### src/rtl/ser_pkg.sv
// Shared definitions for the serial link (serializer and deserializer).
// Word width, length-field width, word/length typedefs and the
// IDLE/COLLECT state encoding used on both ends of the link.
package ser_pkg;

    localparam int SER_DATA_W = 16;
    localparam int SER_MOD_W  = $clog2(SER_DATA_W);

    typedef logic [SER_DATA_W-1:0] ser_word_t;
    typedef logic [SER_MOD_W-1:0]  ser_mod_t;

    typedef enum logic {
        ST_IDLE    = 1'b0,
        ST_COLLECT = 1'b1
    } ser_state_t;

endpackage

### src/rtl/deserializer.sv
// Serial-to-parallel receiver. Collects an MSB-first bit stream qualified
// by ser_data_val_i into left-aligned words. A word completes either on
// its DATA_W-th bit or on the first idle cycle after a partial word.
// The result is presented with a one-cycle valid pulse.
// Optional macro DESER_MOD_OUT_EN adds the deser_data_mod_o length port
// (0 = full word, otherwise the number of received bits).
module deserializer
    import ser_pkg::*;
#(
    parameter int DATA_W = SER_DATA_W,
    parameter int MOD_W  = $clog2(DATA_W)
) (
    input  logic              clk_i,
    input  logic              arst_i,
    input  logic              ser_data_i,
    input  logic              ser_data_val_i,
    output logic [DATA_W-1:0] deser_data_o,
`ifdef DESER_MOD_OUT_EN
    output logic [MOD_W-1:0]  deser_data_mod_o,
`endif
    output logic              deser_data_val_o,
    output logic              busy_o
);

    ser_state_t        state_reg;
    logic [MOD_W-1:0]  cnt_reg;
    logic [DATA_W-1:0] shift_reg;
    logic [DATA_W-1:0] word_next;
    logic [DATA_W-1:0] data_reg;
    logic              val_reg;
    logic              busy_reg;
`ifdef DESER_MOD_OUT_EN
    logic [MOD_W-1:0]  mod_reg;
`endif

    // Shift register with the incoming bit dropped into slot DATA_W-1-cnt.
    // DATA_W is a power of two, so that slot index is simply ~cnt_reg.
    // shift_reg is cleared on every completion, so in IDLE this yields
    // {bit, 0...} and unused LSBs of a short word stay zero.
    always_comb begin
        word_next             = shift_reg;
        word_next[~cnt_reg]   = ser_data_i;
    end

    // Receive FSM: bit counting, word assembly and registered outputs.
    always_ff @(posedge clk_i or posedge arst_i) begin
        if (arst_i) begin
            state_reg <= ST_IDLE;
            cnt_reg   <= '0;
            shift_reg <= '0;
            data_reg  <= '0;
            val_reg   <= 1'b0;
            busy_reg  <= 1'b0;
`ifdef DESER_MOD_OUT_EN
            mod_reg   <= '0;
`endif
        end else begin
            val_reg <= 1'b0;
            case (state_reg)
                ST_IDLE: begin
                    if (ser_data_val_i) begin
                        shift_reg <= word_next;
                        cnt_reg   <= MOD_W'(1);
                        state_reg <= ST_COLLECT;
                        busy_reg  <= 1'b1;
                    end
                end
                ST_COLLECT: begin
                    if (ser_data_val_i) begin
                        if (&cnt_reg) begin
                            // DATA_W-th bit: full word, length field wraps to 0
                            data_reg  <= word_next;
                            val_reg   <= 1'b1;
                            shift_reg <= '0;
                            cnt_reg   <= '0;
                            state_reg <= ST_IDLE;
                            busy_reg  <= 1'b0;
`ifdef DESER_MOD_OUT_EN
                            mod_reg   <= '0;
`endif
                        end else begin
                            shift_reg <= word_next;
                            cnt_reg   <= cnt_reg + MOD_W'(1);
                        end
                    end else begin
                        // Stream paused: whatever is held is a short word
                        data_reg  <= shift_reg;
                        val_reg   <= 1'b1;
                        shift_reg <= '0;
                        cnt_reg   <= '0;
                        state_reg <= ST_IDLE;
                        busy_reg  <= 1'b0;
`ifdef DESER_MOD_OUT_EN
                        mod_reg   <= cnt_reg;
`endif
                    end
                end
                default: begin
                    state_reg <= ST_IDLE;
                end
            endcase
        end
    end

    assign deser_data_o     = data_reg;
    assign deser_data_val_o = val_reg;
    assign busy_o           = busy_reg;
`ifdef DESER_MOD_OUT_EN
    assign deser_data_mod_o = mod_reg;
`endif

endmodule

### config.mk
export PLATFORM = sky130hd
export DESIGN_NAME = deserializer
export DESIGN_NICKNAME = d
export VERILOG_FILES = /design/src/rtl/ser_pkg.sv /design/src/rtl/deserializer.sv
export SDC_FILE = /design/constraint.sdc
export NUM_CORES = 1
export LEC_CHECK = 0
export BUFFER_PORTS_ARGS = -buffer_cell sky130_fd_sc_hd__buf_2
export CAP_MARGIN = 15
export CELL_PAD_IN_SITES_DETAIL_PLACEMENT = 1
export CELL_PAD_IN_SITES_GLOBAL_PLACEMENT = 2
export CORE_ASPECT_RATIO = 0.8
export CORE_MARGIN = 5
export CORE_UTILIZATION = 42
export CTS_CLUSTER_DIAMETER = 100
export DETAILED_ROUTE_END_ITERATION = 12
export GPL_TIMING_DRIVEN = 0
export HOLD_SLACK_MARGIN = 0.12
export PLACE_DENSITY_LB_ADDON = 0.05
export RECOVER_POWER = 50
export SKIP_LAST_GASP = 1
export SYNTH_ARGS = -nofsm -noshare
export SYNTH_HDL_FRONTEND = slang
export SYNTH_SLANG_ARGS = --single-unit
### constraint.sdc
create_clock -name clk_i -period 5 [get_ports clk_i]
set_input_delay 0.5 -clock clk_i [delete_from_list [all_inputs] [get_ports clk_i]]
set_output_delay 0.5 -clock clk_i [all_outputs]
set_load 0.02 [all_outputs]
After elaboration in Yosys (flattened, before gate mapping)
Cells that the tools add are included.
- logic and storage cells: 42
- register bits after elaboration: 39
- input bits: 4
- output and inout bits: 18
- reductions and logical operators: 4
- add/subtract/negate cells: 1
- eq/ne operators: 3
- order comparisons: 2
- bitwise operators: 2
- multiplexer cells: 24
- operators by type and width (kind ; count):
    16-bit 2-to-1 mux ; 5
    16-bit one-hot mux with 2 select lines ; 1
    16-bit bitwise mux ; 1
    4-bit 2-to-1 mux ; 3
    1-bit 2-to-1 mux ; 10
    4-bit one-hot mux with 2 select lines ; 1
    4-bit by 5-bit less-than comparator with 1-bit output, second input constant ; 1
    4-bit by 1-bit adder with 4-bit output, second input constant ; 1
    1-bit demux with 4-bit select ; 1
    4-bit by 1-bit >= comparator with 1-bit output, second input constant ; 1
    4-bit NOT ; 1
    1-bit one-hot mux with 2 select lines ; 2
    2-bit AND reduction ; 2
    4-bit AND reduction ; 1
    3-bit by 2-bit != test with 1-bit output, second input constant ; 1
    2-bit by 1-bit != test with 1-bit output, second input constant ; 1
    2-bit != test, second input constant ; 1
    1-bit logical AND ; 1
    1-bit NOT ; 1

Longest topological paths before layout
Gate-level depths: netlist of the first run.
- word-level depth: 9
- mapped depth: 6
- depth with buffers taken out: 5

Worst setup path after synthesis of the first run
No wires, ideal clock.
- path kind: flip-flop to flip-flop
- start: reg cnt_reg[1]
- end: reg data_reg[14], in the netlist deser_data_o[14]
- path buffers: 1
- data arrival time: 1674 ps
- path slack: 3201 ps
- clock period less this slack: 1799 ps
- cell stages (with the launch flop): 7
- required time: 4875 ps
- cell sequence: dfrtp_1 > inv_1 > ha_1 > clkbuf_1 > nor4bb_1 > mux2_2 > mux2_2
- longest elaborated chain between the ends: 8
- ends and longest elaborated chain (element ; RTL line ; source):
    start, declared ; deserializer.sv:26 ; logic [MOD_W-1:0] cnt_reg;
    start signal, assigned ; deserializer.sv:83 ; cnt_reg <= cnt_reg + MOD_W'(1);
    4-bit NOT ; deserializer.sv:42 ; word_next[~cnt_reg] = ser_data_i;
    4-bit by 5-bit less-than comparator with 1-bit output (not written as such) / 4-bit by 1-bit >= comparator with 1-bit output (equally long branches) ; deserializer.sv:42 ;
    1-bit logical AND (not written as such) ; deserializer.sv:42 ;
    1-bit 2-to-1 mux (not written as such) ; deserializer.sv:42 ;
    1-bit demux with 4-bit select ; deserializer.sv:42 ;
    16-bit bitwise mux ; deserializer.sv:42 ;
    16-bit 2-to-1 mux ; deserializer.sv:70 ; if (&cnt_reg) begin
    16-bit 2-to-1 mux ; deserializer.sv:69 ; if (ser_data_val_i) begin
    end signal, assigned ; deserializer.sv:72 ; data_reg <= word_next;
    end signal, assigned ; deserializer.sv:87 ; data_reg <= shift_reg;
    end, declared ; deserializer.sv:29 ; logic [DATA_W-1:0] data_reg;
Several ways; a longest one is shown, not always the timed one. The select of a mux whose other input is x is not followed.
A chain may end at the register's enable or synchronous reset.

Worst setup path after layout of the first run
Same ends and word-level chain as after synthesis.

==> reports/metrics.csv, run 1 <==
metric;value;unit
cts_tree;built;
die_w;91.4;um
grt_use_total;0.186;
cpPeakStageDelay;0.45;ns
h-tree-depth;2;
wl;5890;um
cts_setup_buffers;0;
synth_edf_count;0;
vias_per_cell;5.92;
synth_nets;208;
cts_buffers;5;
cts.sinks;39;
synth_cell_types;46;
violations;capacitance limit, slew limit;
die_h;75.1;um
cts_resized;0;
cp_slowest_cell;dfrtp_1;
finalSetupViolCount;0;
met3_usage;0.0380;
critPathMaxFanout;9;
fillCellCount;573;
firstDrtPassIters;4;
final_nets;235;
ir_worst_vdd;0.127;mV
cp_num_buf_inv;2;
cp_common_cell;mux2_2;
relSlewSlack;-0.0170;
grt_pass1_wl;9920;um
drv_cap;1;
cp_top_family;multiplexers;
ioPinCount;22;
port_buffers;20;
cts_buffer_depth;2;
yosysWarnings;0;
insertedDiodeCount;0;
synth.avg_cell_area;11.1;um^2
p_leak;1.16;nW
hp-class;flip-flop to flip-flop;
arrival;2.48;ns
grt_overflow;0;
fmax;434;MHz
rows;23;
area_growth;11.2;%
ant_nets;0;
reg2reg_slack;2.69;ns
synth-seq-area-share;0.438;
required;5.17;ns
drc;0;
path_clk_slew;0.08;ns
rsz0062_at_grt;no;
synth-main-ff-cell;dfrtp_1;
ys_ff_latch;39;
timing.final.crit_share;0.461;
fin_util;0.489;
fin_worst_skew;0.00743;ns
p_per_area;277;nW/um^2
period_minus_slack;2.31;ns
ctsHoldBuffers;0;
initial_core_util;0.439;
cts_root_buf;clkbuf_8;
setup.worst_path.end_class;flip-flop;
start_kind;flip-flop;
final-hold-violation-count;0;
grtUsageMet2;0.323;
status;finished, violations left;
num_vias;1717;
grt_max_degree;40;
synth_area;2230;um^2
gp_congestion;0.777;
drv_slew;40;
initialDrtViolationCount;73;
worst_pin_slew;1.52;ns
globalRoute.busiestLayer;met2;
wl_per_cell;20.3;um
ys_async_sr_fraction;1.00;
grtUsageMet1;0.240;
grt_pass1_vias;1859;
synth_cells;200;
die_area;6860;um^2
insertion_delay;0.29;ns
drive_above_1_share;0.268;
setup_tns;0;ns
dpl.hpwl;4190;um
criticalPathCategory;flip-flop to flip-flop;
antenna_found_initial;0;
path_cells;inv_1, ha_1, clkbuf_1, nor4bb_1, mux2_2, mux2_2;
core;5060;um^2
[synthesized netlist by cell type, types with 5 or more instances]
library cell	n	share of area
a21oi_1	5	0.011
a221o_1	6	0.027
clkbuf_1	6	0.010
mux2_2	18	0.091
nand4b_1	7	0.028
nor2_1	8	0.013
dfrtp_1	39	0.44
nand3_1	6	0.013
buf_6	5	0.025
o21ai_0	5	0.011
a21boi_0	6	0.020
inv_1	9	0.015
o2bb2ai_1	7	0.028
nand2_1	13	0.022
[path summary, 6_finish.rpt]
| kind | startpoint | endpoint | depth (start not counted) |
|---|---|---|---|
| setup / recovery | cnt_reg[1] | deser_data_o[14] | 6 |
| hold / removal | deser_data_o[14] | deser_data_o[14] | 1 |
| min in group asynchronous | arst_i | deser_data_o[5] | 2 |
| max in group asynchronous | arst_i | shift_reg[12] | 2 |
| hold reg to reg | deser_data_o[14] | deser_data_o[14] | 1 |
| setup reg to reg | cnt_reg[1] | deser_data_o[14] | 6 |
[per-stage QoR]
| step | std cells | total power [W] | hold WS, ns | cell area [um^2] | worst slack [ns] |
|---|---|---|---|---|---|
| floorplan | 200 | 0.000445 | 0.472 | 2230 | 3.20 |
| global placement | 282 | 0.000481 | 0.484 | 2400 | 2.90 |
| detailed placement | 282 | 0.000488 | 0.491 | 2400 | 2.70 |
| CTS | 290 | 0.000697 | 0.400 | 2480 | 2.66 |
| global route | 290 | 0.000723 | 0.527 | 2470 | 2.52 |
| finish | 290 | 0.000685 | 0.503 | 2470 | 2.69 |
[power breakdown]
part | total [W] | switching, W | internal, W
logic | 0.000129 | 0.0000809 | 0.0000484
clock network | 0.000206 | 0.000108 | 0.0000980
registers | 0.000349 | 0.0000153 | 0.000334
[kinds of logic (layout without fill, tap and decap cells)]
kind of cell    after synthesis  count (layout)  share of synthesized area
buf+inv                      28              56                     0.0753
flops                        39              39                      0.438
simple gates                 56              56                      0.156
mux                          26              26                      0.137
fa+ha+maj                     4               4                     0.0225
compound gates               47              47                      0.171
[area by class of cell]
type	instances	area, um^2	share of cell area
multi-input cells	133	1080	0.437
flip-flops and latches	39	976	0.394
plain buffers	19	134	0.0541
repair buffers	20	90.1	0.0364
well taps	62	77.6	0.0313
clock buffers	7	76.3	0.0308
inverters	9	33.8	0.0137
clock inverters	1	5.00	0.00202
[placed cells by master (no fill, tap or decap), drive strengths merged, types with 2 or more instances in the layout]
cell	synthesis	layout
nand2b	3	3
nand4b	7	7
o21ai	5	5
o22ai	3	3
nor2b	3	3
nor3	2	2
buf	12	24
mux2i	2	2
a221o	6	6
a21boi	6	6
o2bb2ai	7	7
a31o	3	3
dfrtp	39	39
inv	9	9
nand3	6	6
a21oi	7	7
nor4bb	3	3
nand4	5	5
a2bb2o	2	2
ha	4	4
nor2	8	8
clkbuf	7	22
nand2	13	13
mux2	24	24
[per-layer routing]
layer | share of wire | wire length (um) | up-vias
li1 | - | - | 788
met1 | 0.46 | 2690 | 893
met2 | 0.49 | 2900 | 29
met3 | 0.039 | 232 | 7
met4 | 0.010 | 61 | 0
met5 | 0 | 0 | -
Power figures use the tool's default switching activity.
==> inputs of run 2 (changes only) <==
ABC_AREA = 1   (was unset)
CORE_UTILIZATION = 33   (was 42)
clock period = 2.4 ns   (was 5 ns; I/O delays follow)
==> run 2 against run 1 <==
The flow now finishes without violations. Synthesized cell count increased by 52%. Count of clock-buffer cells in the layout decreased by 1. Combinational power increased to 2.8 times the previous value. Clock skew about the same. Power increased by 130%. Largest cell class unchanged.
==> reports/metrics.csv, run 2 <==
metric;value;unit;change
status;complete, no violations;;was finished, violations left
criticalPathCategory;flip-flop to flip-flop;;unchanged
synth_nets;312;;was 208
rsz0062_at_grt;no;;unchanged
grt_max_degree;40;;unchanged
num_vias;1960;;was 1717
synth_area_leaders;dfrtp_1, nand2_1, nand3_1;;was dfrtp_1, mux2_2, nand4b_1
setup.worst_path.end_class;flip-flop;;unchanged
final_nets;340;;was 235
area_growth;13.7;%;was 11.2%
vias_per_cell;4.71;;was 5.92
ioPinCount;22;;unchanged
core;6340;um^2;was 5060 um^2
fillCellCount;828;;was 573
die_area;8170;um^2;was 6860 um^2
ys_ff_latch;39;;unchanged
cts_buffer_depth;2;;unchanged
antenna_found_initial;0;;unchanged
p_per_area;658;nW/um^2;was 277 nW/um^2
synth_cell_types;18;;was 46
cts.sinks;39;;unchanged
relSlewSlack;0.333;;was -0.0170
p_leak;1.36;nW;was 1.16 nW
startpoint;cnt_reg[0];;was cnt_reg[1]
synth-main-ff-cell;dfrtp_1;;unchanged
gp_congestion;0.836;;was 0.777
final-hold-violation-count;0;;unchanged
insertion_delay;0.29;ns;about the same
yosys.area.top_type_share;0.458;;was 0.438
drv_cap;0;;was 1
seq_area;976;um^2;unchanged
ant_nets;0;;unchanged
synth_area;2130;um^2;was 2230 um^2
die_w;99.8;um;was 91.4 um
required;2.59;ns;was 5.17 ns
period_minus_slack;1.85;ns;was 2.31 ns
worst_pin_slew;1.00;ns;was 1.52 ns
cts_tree;built;;unchanged
setup_tns;0;ns;unchanged
synth.avg_cell_area;7.01;um^2;was 11.1 um^2
yosysWarnings;0;;unchanged
rows;26;;was 23
drive_above_1_share;0.105;;was 0.268
insertedDiodeCount;0;;unchanged
die_h;81.9;um;was 75.1 um
wl;6110;um;was 5890 um
yosysMostFrequentCell;nand2_1;;was dfrtp_1
grt_use_total;0.165;;was 0.186
path_clk_slew;0.08;ns;about the same
reg2reg_slack;0.55;ns;was 2.69 ns
setup_slack;0.553;ns;was 2.69 ns
layout_common_cells;nand2_1, dfrtp_1, nor2_1;;was dfrtp_1, mux2_2, clkbuf_1, buf_2, nand2_1
timing.final.crit_share;0.770;;was 0.461
grt_overflow;0;;unchanged
synth_common_cells;nand2_1, dfrtp_1, nor2_1;;was dfrtp_1, mux2_2, nand2_1
firstDrtPassIters;4;;unchanged
synth_cells;304;;was 200
initialDrtViolationCount;72;;was 73
ys_async_sr_fraction;1.00;;unchanged
h-tree-depth;2;;unchanged
cts_buffers;5;;unchanged
reg2reg_from;cnt_reg[0];;was cnt_reg[1]
drv_slew;0;;was 40
hp-class;flip-flop to flip-flop;;unchanged
grt_pass1_vias;2026;;was 1859
finalSetupViolCount;0;;unchanged
port_buffers;19;;was 20
fmax;541;MHz;was 434 MHz
drc;0;;unchanged
worstHoldStart;busy_o;;was deser_data_o[14]
wl_per_cell;14.7;um;was 20.3 um
dpl.hpwl;4320;um;was 4190 um
cts_root_buf;clkbuf_8;;unchanged
arrival;2.04;ns;was 2.48 ns
fin_worst_skew;0.00755;ns;was 0.00743 ns
ir_worst_vdd;0.230;mV;was 0.127 mV
initial_core_util;0.336;;was 0.439
critPathMaxFanout;10;;was 9
synth_edf_count;0;;unchanged
grt_pass1_wl;10500;um;was 9920 um
place_ws;0.544;ns;was 2.70 ns
multiInputGateArea;1010;um^2;was 1080 um^2
start_kind;flip-flop;;unchanged
cts_resized;0;;unchanged
synth-seq-area-share;0.458;;was 0.438
layout_commonest_cell;nand2_1;;was dfrtp_1
synth_top_cell_by_area;dfrtp_1;;unchanged
run 2: cell types whose count changed in the layout (fill, tap and decap cells not counted), moves of 7 or more:
cell,change
nand2_1,+126
nor2_1,+28
nand3_1,+26
mux2_2,-18
nand4_1,+10
nand4b_1,-7
o2bb2ai_1,-7
run 2: cells by family after synthesis:
family	synth area share
and+or+nand+nor	0.438
buffers and inverters	0.0681
adders and majority gates	0.0235
AOI/OAI and AO/OA	0.0123
DFF	0.458
run 2: layout make-up:
| cell class | count | area share |
|---|---|---|
| inverters | 12 | 0.0186 |
| multi-input cells | 234 | 0.417 |
| plain buffers | 19 | 0.0408 |
| repair buffers | 21 | 0.0413 |
| clock buffers | 6 | 0.0341 |
| clock inverters | 1 | 0.00207 |
| flip-flops and latches | 39 | 0.403 |
| well taps | 84 | 0.0434 |
run 2: stage by stage:
stage	total power, W	area, um^2	utilization	instances	hold slack, ns
final	0.00159	2420	0.382	416	0.480
after global routing	0.00170	2420	0.382	416	0.501
after CTS	0.00164	2450	0.386	416	0.414
after detailed placement	0.00116	2350	0.371	408	0.289
after global placement	0.00114	2330	0.367	407	0.457
after floorplan	0.00103	2130	-	304	0.445
run 2: worst max-delay path, cell delays in order, from the launching register on:
cell     delay [ns]
dfrtp_1        0.44
ha_1           0.22
buf_4          0.17
nand3_2        0.10
nand2_1        0.10
nand2_2        0.18
buf_2          0.31
nor2_1         0.07
nand2_1        0.10
nand2_1        0.06
run 2: worst paths after layout:
path                                    end  cells past startpoint
max                        deser_data_o[15]                      9
min                                  busy_o                      2
max reg2reg                deser_data_o[15]                      9
min reg2reg                          busy_o                      2
max in group asynchronous      shift_reg[5]                      4
min in group asynchronous   deser_data_o[0]                      4
run 2: metal layers:
| layer | track usage | wire length, um |
|---|---|---|
| met1 | 0.234 | 3220 |
| met2 | 0.262 | 2670 |
| met3 | 0.0314 | 176 |
| met4 | 0.0368 | 46 |
| met5 | 0 | 0 |
run 2: power breakdown:
part	total [W]	switching (W)	internal, W
logic	0.000357	0.000251	0.000106
clock network	0.000466	0.000240	0.000226
registers	0.000770	0.0000437	0.000727
total	0.00159	0.000535	0.00106
run 2: what timing repair did:
item / 4_1_cts / 5_1_grt
endpoints found under the setup margin: 0 / 0
hold buffers: 1 / 0
buffers inserted: 0 / 0
endpoints found under the hold margin: 39 / 0
